File: config.mk
export PLATFORM = sky130hd
export DESIGN_NAME = modbus_rtu_rx_fifo
export DESIGN_NICKNAME = d
export VERILOG_FILES = /design/src/rtl/modbus_rtu_rx_fifo.sv
export SDC_FILE = /design/constraint.sdc
export NUM_CORES = 1
export LEC_CHECK = 0
export ABC_AREA = 0
export BUFFER_PORTS_ARGS = -buffer_cell sky130_fd_sc_hd__clkbuf_2
export CAP_MARGIN = 20
export CORE_MARGIN = 1
export CORE_UTILIZATION = 55
export CTS_CLUSTER_DIAMETER = 100
export CTS_CLUSTER_SIZE = 28
export DETAILED_ROUTE_END_ITERATION = 12
export GPL_TIMING_DRIVEN = 0
export PLACE_DENSITY = 0.77
export SLEW_MARGIN = 10
export SYNTH_ARGS = -nofsm -noshare
export SYNTH_HDL_FRONTEND = slang
export SYNTH_SLANG_ARGS = --single-unit
File: constraint.sdc
create_clock -name clk -period 5.8 [get_ports clk]
set_clock_uncertainty 0.15 [all_clocks]
set_input_delay 0 -clock clk [delete_from_list [all_inputs] [get_ports clk]]
set_output_delay 0 -clock clk [all_outputs]
set_load 0.05 [all_outputs]
File: src/rtl/modbus_rtu_rx_fifo.sv
// Modbus RTU receive front-end: 16x oversampling UART, RTU silence framing,
// running CRC-16/Modbus and a byte FIFO that tags the last byte of each frame.
module modbus_rtu_rx_fifo #(
  parameter int DEPTH = 64,
  parameter int LEN_W = 9
) (
  input  logic             clk,
  input  logic             rst,
  input  logic [15:0]      baud_div,
  input  logic [1:0]       parity,
  input  logic             stop2,
  input  logic [7:0]       sil_bits,
  input  logic             uart_rx_i,
  output logic [7:0]       rd_data,
  output logic             rd_last,
  output logic             rd_valid,
  input  logic             rd_ready,
  output logic             frm_done,
  output logic [LEN_W-1:0] frm_len,
  output logic             frm_crc_ok,
  output logic             frm_err,
  output logic             ovf,
  output logic             busy
);
  localparam int AW = $clog2(DEPTH);

  typedef enum logic [2:0] {S_IDLE, S_START, S_DATA, S_PAR, S_STOP1, S_STOP2} state_t;
  state_t state, state_nxt;

  logic        rx_s1, rx_s2, rx_d;
  logic [15:0] div_cnt, div_max;
  logic [3:0]  tick_cnt;
  logic        tick, sample, bit_end, par_en;
  logic        start_det, start_ok, data_smp, data_end, par_smp, stop_smp, byte_done;
  logic [2:0]  bit_cnt;
  logic [7:0]  shreg;

  // NOTE: every clocked block uses non-blocking assignments so all registers
  // update together at the edge, independent of statement order.
  always_ff @(posedge clk) begin
    if (rst) begin
      rx_s1 <= 1'b1;
      rx_s2 <= 1'b1;
      rx_d  <= 1'b1;
    end else begin
      rx_s1 <= uart_rx_i;
      rx_s2 <= rx_s1;
      rx_d  <= rx_s2;
    end
  end

  assign div_max = (baud_div == 16'd0) ? 16'd0 : baud_div - 16'd1;
  assign tick    = (div_cnt >= div_max);
  assign sample  = tick && (tick_cnt == 4'd7);
  assign bit_end = tick && (tick_cnt == 4'd15);
  assign par_en  = parity[0] ^ parity[1];

  // Bit timing is re-phased on every start edge so tick 8 lands mid-bit.
  always_ff @(posedge clk) begin
    if (rst || start_det) begin
      div_cnt  <= 16'd0;
      tick_cnt <= 4'd0;
    end else if (tick) begin
      div_cnt  <= 16'd0;
      tick_cnt <= tick_cnt + 4'd1;
    end else begin
      div_cnt  <= div_cnt + 16'd1;
    end
  end

  always_ff @(posedge clk) begin
    if (rst) state <= S_IDLE;
    else     state <= state_nxt;
  end

  // NOTE: each combinational block assigns a default to every output first,
  // so no path leaves a signal unassigned and no latch is inferred.
  always_comb begin
    state_nxt = state;
    case (state)
      S_IDLE:  if (start_det) state_nxt = S_START;
      S_START: begin
        if (sample && rx_s2) state_nxt = S_IDLE;
        else if (bit_end)    state_nxt = S_DATA;
      end
      S_DATA:  if (bit_end && bit_cnt == 3'd7) state_nxt = par_en ? S_PAR : S_STOP1;
      S_PAR:   if (bit_end) state_nxt = S_STOP1;
      S_STOP1: begin
        if (!stop2 && sample)    state_nxt = S_IDLE;
        else if (stop2 && bit_end) state_nxt = S_STOP2;
      end
      S_STOP2: if (sample) state_nxt = S_IDLE;
      default: state_nxt = S_IDLE;
    endcase
  end

  always_comb begin
    start_det = 1'b0;
    start_ok  = 1'b0;
    data_smp  = 1'b0;
    data_end  = 1'b0;
    par_smp   = 1'b0;
    stop_smp  = 1'b0;
    byte_done = 1'b0;
    case (state)
      S_IDLE:  start_det = rx_d && !rx_s2;
      S_START: start_ok  = sample && !rx_s2;
      S_DATA: begin
        data_smp = sample;
        data_end = bit_end;
      end
      S_PAR:   par_smp = sample;
      S_STOP1: begin
        stop_smp  = sample;
        byte_done = sample && !stop2;
      end
      S_STOP2: begin
        stop_smp  = sample;
        byte_done = sample;
      end
      default: ;
    endcase
  end

  always_ff @(posedge clk) begin
    if (rst) begin
      bit_cnt <= 3'd0;
      shreg   <= 8'd0;
    end else begin
      if (start_ok)      bit_cnt <= 3'd0;
      else if (data_end) bit_cnt <= bit_cnt + 3'd1;
      if (data_smp)      shreg   <= {rx_s2, shreg[7:1]};
    end
  end

  function automatic logic [15:0] crc_step(input logic [15:0] c, input logic [7:0] d);
    logic [15:0] r;
    r = c ^ {8'h00, d};
    for (int i = 0; i < 8; i++) r = r[0] ? ((r >> 1) ^ 16'hA001) : (r >> 1);
    return r;
  endfunction

  // Frame tracking: silence counter, running CRC/length, error flags, staging byte.
  logic [7:0]       sil_thr, sil_cnt, stg_data;
  logic             sil_hit, end_frame, stg_valid, err_acc, ovf_acc;
  logic [15:0]      crc;
  logic [LEN_W-1:0] len;
  logic             push, push_ok, drop, pop, full, ovf_now;

  assign sil_thr   = (sil_bits == 8'd0) ? 8'd1 : sil_bits;
  assign sil_hit   = ({1'b0, sil_cnt} + 9'd1) >= {1'b0, sil_thr};
  assign end_frame = busy && (state == S_IDLE) && bit_end && sil_hit;
  assign push      = stg_valid && (byte_done || end_frame);
  assign ovf_now   = ovf_acc || drop;

  always_ff @(posedge clk) begin
    if (rst) begin
      sil_cnt    <= 8'd0;
      busy       <= 1'b0;
      crc        <= 16'hFFFF;
      len        <= '0;
      err_acc    <= 1'b0;
      ovf_acc    <= 1'b0;
      stg_valid  <= 1'b0;
      stg_data   <= 8'd0;
      frm_done   <= 1'b0;
      frm_len    <= '0;
      frm_crc_ok <= 1'b0;
      frm_err    <= 1'b0;
      ovf        <= 1'b0;
    end else begin
      frm_done <= end_frame;
      if (byte_done || end_frame)                 sil_cnt <= 8'd0;
      else if (busy && state == S_IDLE && bit_end) sil_cnt <= sil_cnt + 8'd1;

      if (start_ok)       busy <= 1'b1;
      else if (end_frame) busy <= 1'b0;

      if ((par_smp && (rx_s2 ^ (^shreg) ^ parity[1])) || (stop_smp && !rx_s2))
        err_acc <= 1'b1;
      if (drop) ovf_acc <= 1'b1;

      if (byte_done) begin
        crc       <= crc_step(crc, shreg);
        if (len != '1) len <= len + LEN_W'(1);
        stg_data  <= shreg;
        stg_valid <= 1'b1;
      end

      if (end_frame) begin
        frm_len    <= len;
        frm_err    <= err_acc;
        ovf        <= ovf_now;
        frm_crc_ok <= (crc == 16'h0000) && (len >= LEN_W'(4)) && !err_acc && !ovf_now;
        crc        <= 16'hFFFF;
        len        <= '0;
        err_acc    <= 1'b0;
        ovf_acc    <= 1'b0;
        stg_valid  <= 1'b0;
      end
    end
  end

  // Byte FIFO; a pop in the same cycle frees the slot for a push into a full FIFO.
  logic [8:0]    mem [DEPTH];
  logic [AW-1:0] wr_ptr, rd_ptr;
  logic [AW:0]   cnt;

  assign pop     = rd_valid && rd_ready;
  assign full    = (cnt == (AW+1)'(DEPTH));
  assign push_ok = push && (!full || pop);
  assign drop    = push && !push_ok;

  // NOTE: the storage array has no reset; cnt alone says which entries are
  // valid, which keeps the array mappable onto plain RAM.
  always_ff @(posedge clk) begin
    if (push_ok) mem[wr_ptr] <= {end_frame, stg_data};
  end

  always_ff @(posedge clk) begin
    if (rst) begin
      wr_ptr <= '0;
      rd_ptr <= '0;
      cnt    <= '0;
    end else begin
      if (push_ok) wr_ptr <= wr_ptr + AW'(1);
      if (pop)     rd_ptr <= rd_ptr + AW'(1);
      case ({push_ok, pop})
        2'b10:   cnt <= cnt + (AW+1)'(1);
        2'b01:   cnt <= cnt - (AW+1)'(1);
        default: cnt <= cnt;
      endcase
    end
  end

  assign rd_valid          = (cnt != '0);
  assign {rd_last, rd_data} = rd_valid ? mem[rd_ptr] : 9'd0;
endmodule

==> impl_metrics.csv, run 1 <==
group,metric,value,unit
clocking,cts_root_buf,"clkbuf_16",
setup_path,setup.worst_path.start_class,"input pin",
logic_synthesis,synth_area_per_cell,17.07,µm²
sta,slew_viol_final,0,
clocking,cts_made_buffers,28,
drt,wl_per_cell,25.10,µm
cells_and_area,n_antenna_cell,0,
floorplan,initial_core_util,55.74,%
floorplan,rows,83,
setup_path,crit_start,"baud_div[6]",
drt,drc,0,
setup_path,rr_worst_depth,13,
clocking,htree_levels,1,
logic_synthesis,yosys.area.top_type,"edfxtp_1",
clocking,clk_latency,610,ps
pwr,p_leak,11.24,nW
drt,antenna_left,0,
logic_synthesis,postSynthCellCount,1675,
setup_path,cp-end-kind,"register",
placement,portBuffers,54,
logic_synthesis,synth-seq-cells,696,
floorplan,io_pins,55,
sta,timing.final.ws_setup,276.6,ps
run,maxCapViolCount,0,
logic_synthesis,netlist.area_leader.share,60.49,%
grt,grt_pass1_wl,94.23,mm
sta,finalSetupViolations,0,
setup_path,crit_path_max_fanout,10,
grt,grt_pass1_vias,15281,
drt,first_iter_violations,1585,
cells_and_area,nFillCells,3633,
floorplan,die_w,230.0,µm
floorplan,die_h,230.0,µm
cells_and_area,final_cell_mix,"576 x edfxtp_1, 189 x mux4_2, 144 x nor2_1",
sta,tightestPinTransition,1055,ps
sta,fin_setup_tns,0,ps
pwr,ir_worst_vdd,0.2638,mV
grt,grt_overflow,0,
drt,totalWireLength,62.23,mm
setup_path,critPathKind,"input pin to register",
sta,relSlewSlack,29.31,%
placement,place.gp.congestion,0.8680,
placement,hpwl,42.40,mm
cells_and_area,nets,1850,
drt,vias,15317,
setup_path,endpoint,"mem[41][4]",
pwr,power.density,297.2,mW/mm²
sta,rsz0062_at_grt,"yes",
logic_synthesis,synth_nets,1748,
logic_synthesis,synth-edff-count,576,
setup_path,crit_chain,"clkbuf_2, or4_1, nor3_2, and4b_2, nand2_1, clkbuf_1, nand2_1, ha_1, and4_1, o211ai_1, a21boi_0, or3_1, buf_6, nand4_4, a21oi_2, nand4b_1, nor2_1",
cells_and_area,final_common_cell,"edfxtp_1",
logic_synthesis,yosys_warnings,0,
grt,grt_start_max_net_pins,46,
logic_synthesis,synth.area.top_cells,"edfxtp_1 60%, mux4_2 15%, dfxtp_1 8.4%",
sta,max_freq,181.0,MHz
setup_path,worstPathRequired,5890,ps
setup_path,crit_top_cell,"nand2_1",
logic_synthesis,synthFlopType,"edfxtp_1",
setup_path,r2r_end,"mem[41][4]",
setup_path,reg2reg_from,"sil_cnt[0]",
placement,dpl_worst_slack,-292.3,ps
sta,min_period,5523,ps
setup_path,critPathSlowestCell,"nor2_1",
floorplan,fp.dieArea,0.05291,mm²
grt,grt_antenna_before_repair,0,
drt,dr.pass1.iters,5,
pwr,total_power,0.009172,W
clocking,clock_path_buffers,3,
logic_synthesis,synthesis.area,0.02860,mm²
cells_and_area,finalNonFillerCells,2479,
run_status,status,"finished, final reports clean",
clocking,cts.sinks,696,
setup_path,worst_path_largest_cell_delay,1070,ps
placement,dp.cells,2418,
cells_and_area,drive_gt1_share,19.51,%
drt,vias_per_cell,6.179,
logic_synthesis,yosys.cell_types.count,65,
logic_synthesis,ys_seq_area_share,68.89,%
sta,period_share,95.23,%
clocking,tritoncts,"yes",
setup_path,critical_path_arrival,5620,ps
floorplan,coreArea,0.05130,mm²
logic_synthesis,async_reset_ff_share,0,%
cells_and_area,area_delta_synth_final,7.937,%
grt,grt_usage,23.83,%
worst_hold_path,hold_path.class,"input pin to register",
clocking,clk_pin_slew,110,ps
cells_and_area,fin_util,60.17,%
sta,hold_viol_final,0,
setup_path,reg2reg_slack,330,ps
==> worst min path at each step <==
stage	cells after the start	slack (ps)	to	start
floorplan	1	-50	rx_s1	uart_rx_i
global placement	2	60	rx_s1	uart_rx_i
detailed placement	2	50	rx_s1	uart_rx_i
CTS	8	50	err_acc	parity[1]
global route	8	120	err_acc	parity[1]
finish	8	90	err_acc	parity[1]
==> metal layers <==
layer / up-vias / part of all wire (%) / global-route usage (%)
met3: 60 / 8.1 / 3.175
li1: 6703 / - / -
met5: - / 0 / 0
met4: 0 / 1.4 / 4.615
met2: 658 / 50 / 39.86
met1: 7896 / 40 / 33.95
==> critical path, delay by kind of cell <==
| kind | cells | cell delay, ps |
|---|---|---|
| simple gates | 10 | 3960 |
| compound gates | 3 | 990 |
| buf+inv | 3 | 530 |
| fa+ha+maj | 1 | 140 |
==> stage by stage <==
stage	cell area, µm²	hold slack (ps)
final	30870	87.09
after global routing	30870	121.2
after CTS	30820	53.10
after detailed placement	29910	50.99
after global placement	29720	55.59
after floorplan	28600	-46.19
==> where the power goes <==
part           internal (W)  leakage, nW  total (W)  switching [W]
clock network      0.000998        0.397    0.00243        0.00143
logic              0.000548         3.17    0.00135       0.000807
registers           0.00536         7.68    0.00539      0.0000286
==> cells in the mapped netlist (all sizes together) (12+ instances only) <==
cell / instances
nand3: 34
clkbuf: 45
nor2b: 21
xor2: 34
nor3: 17
nor4: 13
dfxtp: 120
nor2: 155
ha: 41
xnor2: 58
a21oi: 48
nand2: 116
edfxtp: 576
inv: 25
mux4: 189
nand2b: 12
o21ai: 18
buf: 39
==> cells by family after synthesis <==
group,share of synthesized area (%)
buffers and inverters,1.601
AO/OA/AOI/OAI,2.568
flip-flops,68.89
AND/OR/NAND/NOR,6.887
multiplexers,15.38
XOR/XNOR,2.818
adder cells (fa/ha/maj),1.864
==> flip-flops by register name, summed over array words and instances (netlist names), 7 cells and up, named ones only <==
register,flops
cnt,7
crc,16
div_cnt,16
frm_len,9
len,9
mem,576
shreg,8
sil_cnt,8
stg_data,8
==> cell type report <==
class	instances	area, µm²	area share [%]
flip-flops and latches	696	19710	63.85
multi-input cells	870	8473	27.45
well taps	680	850.8	2.756
clock buffers	51	808.3	2.619
repair buffers	72	535.5	1.735
plain buffers	84	365.4	1.184
inverters	25	93.84	0.3040
clock inverters	1	30.03	0.09729
==> timing repair <==
action	4_1_cts	5_1_grt
hold endpoints to repair	59	0
hold buffers	7	0
buffers inserted	0	2
endpoints found under the setup margin	0	287
resized for setup	0	13
Power figures use the tool's default switching activity.
==> run 2, diff against run 1 <==
- clock period: 5.8 -> 5.85 ns (I/O delays scaled with it)
==> run 2 against run 1 <==
- sequential power down 0.9%
- count of clock-buffer cells in the layout unchanged
- design area about the same
- total power down 0.87%
- critical path depth unchanged
- sequential share of layout area about the same
- combinational power hardly changed
- worst hold slack got worse by 0.59 ps
- register-to-register slack improved by 90 ps
- clock power barely moved
- non-clock buffer count is 2 lower
==> impl_metrics.csv, run 2 (synthesized netlist as in run 1, its figures left out) <==
group,metric,value,unit
run_status,status,"finished, final reports clean",
clocking,cts_made_buffers,28,
drt,wl_per_cell,25.10,µm
floorplan,die_w,230.0,µm
drt,dr.pass1.iters,5,
setup_path,setup.worst_path.start_class,"input pin",
sta,tightestPinTransition,1179,ps
sta,slew_viol_final,0,
pwr,ir_worst_vdd,0.2607,mV
clocking,htree_levels,1,
floorplan,rows,83,
drt,vias,15388,
placement,place.gp.congestion,0.8680,
sta,fin_setup_tns,0,ps
grt,grt_pass1_vias,15281,
setup_path,worstPathRequired,5940,ps
cells_and_area,drive_gt1_share,19.37,%
clocking,cts_setup_buffers,0,
grt,grt_usage,23.83,%
cells_and_area,n_antenna_cell,0,
sta,relSlewSlack,20.98,%
setup_path,crit_path_max_fanout,10,
grt,grt_start_max_net_pins,46,
drt,antenna_left,0,
grt,grt_antenna_before_repair,0,
placement,dpl_worst_slack,-242.3,ps
grt,grt_overflow,0,
grt,grt_pass1_wl,94.23,mm
placement,hpwl,42.40,mm
drt,first_iter_violations,1566,
clocking,tritoncts,"yes",
cells_and_area,nets,1848,
floorplan,initial_core_util,55.74,%
cells_and_area,final_common_cell,"edfxtp_1",
worst_hold_path,hold_path.class,"input pin to register",
drt,drc,0,
sta,period_share,94.78,%
setup_path,cp-end-kind,"register",
sta,min_period,5544,ps
clocking,clock_path_buffers,3,
placement,portBuffers,54,
sta,hold_viol_final,0,
cells_and_area,finish.instance_area,0.03085,mm²
pwr,power.density,294.7,mW/mm²
sta,rsz0062_at_grt,"yes",
placement,dpl_cell_area,0.02991,mm²
pwr,p_leak,11.23,nW
drt,vias_per_cell,6.212,
sta,timing.final.ws_setup,305.6,ps
drt,totalWireLength,62.17,mm
clocking,cts_root_buf,"clkbuf_16",
cells_and_area,regMostFlops,"mem",
sta,finalSetupViolations,0,
floorplan,io_pins,55,
clocking,cts.sinks,696,
sta,hold-worst-slack,86.50,ps
cells_and_area,final_cell_mix,"576 x edfxtp_1, 189 x mux4_2, 144 x nor2_1",
clocking,clk_latency,610,ps
cells_and_area,area_delta_synth_final,7.880,%
clocking,clk_pin_slew,110,ps
cells_and_area,largest_register_ffs,576,
floorplan,coreArea,0.05130,mm²
run,maxCapViolCount,0,
cells_and_area,top_regs,"mem: 576 flops, crc: 16 flops, div_cnt: 16 flops",
floorplan,fp.dieArea,0.05291,mm²
pwr,total_power,0.009093,W
sta,max_freq,180.4,MHz
setup_path,critical_path_arrival,5630,ps
floorplan,die_h,230.0,µm
setup_path,critPathKind,"input pin to register",
## run 2: cell types whose count changed in the layout (fill, tap and decap cells not counted)
cell | before | now
and4b_1 | 0 | 1
and4b_2 | 1 | 0
buf_4 | 8 | 6
## run 2: metrics by stage
| stage | util [%] | cells |
|---|---|---|
| after floorplan | - | 1675 |
| after global placement | 57.93 | 2409 |
| after detailed placement | 58.30 | 2418 |
| after CTS | 60.07 | 2477 |
| after global routing | 60.13 | 2477 |
| final | 60.13 | 2477 |
## run 2: power breakdown
part           internal, W  total (W)  switching (W)
combinational     0.000543    0.00134       0.000799
sequential         0.00532    0.00534      0.0000283
clock             0.000990    0.00241        0.00142
## run 2: worst max-delay path, stage by stage
cell	delay, ps
clkbuf_2	120
or4_1	600
nor3_2	180
and4b_1	340
nand2_1	140
clkbuf_1	260
nand2_1	120
ha_1	140
and4_1	270
o211ai_1	120
a21boi_0	430
or3_1	190
buf_6	150
nand4_4	190
a21oi_2	440
nand4b_1	880
nor2_1	1060
## run 2: worst paths after layout
check | startpoint | end | slack, ps | depth (start not counted)
setup / recovery | baud_div[6] | mem[2][7] | 310 | 17
hold / removal | parity[1] | err_acc | 90 | 8
setup reg to reg | sil_cnt[0] | mem[2][7] | 420 | 13
hold reg to reg | rx_s1 | rx_s2 | 270 | 1
## run 2: layer usage
layer	GRT usage [%]	up-vias	routed length (µm)
met5	0	-	0
met4	4.615	0	1023
met3	3.175	73	5165
met2	39.86	691	31100
met1	33.95	7925	24870
li1	-	6699	-
## run 2: what timing repair did
item	4_1_cts	5_1_grt
hold buffers	7	0
setup endpoints to repair	0	226
gates resized for setup	0	12
hold endpoints to repair	59	0
## run 2: final cells by class
class	count	area, µm²
clock buffers	51	808.3
flip-flops and latches	696	19710
repair buffers	70	520.5
clock inverters	1	30.03
multi-input cells	870	8472
inverters	25	93.84
plain buffers	84	365.4
fillers	3638	20450
well taps	680	850.8
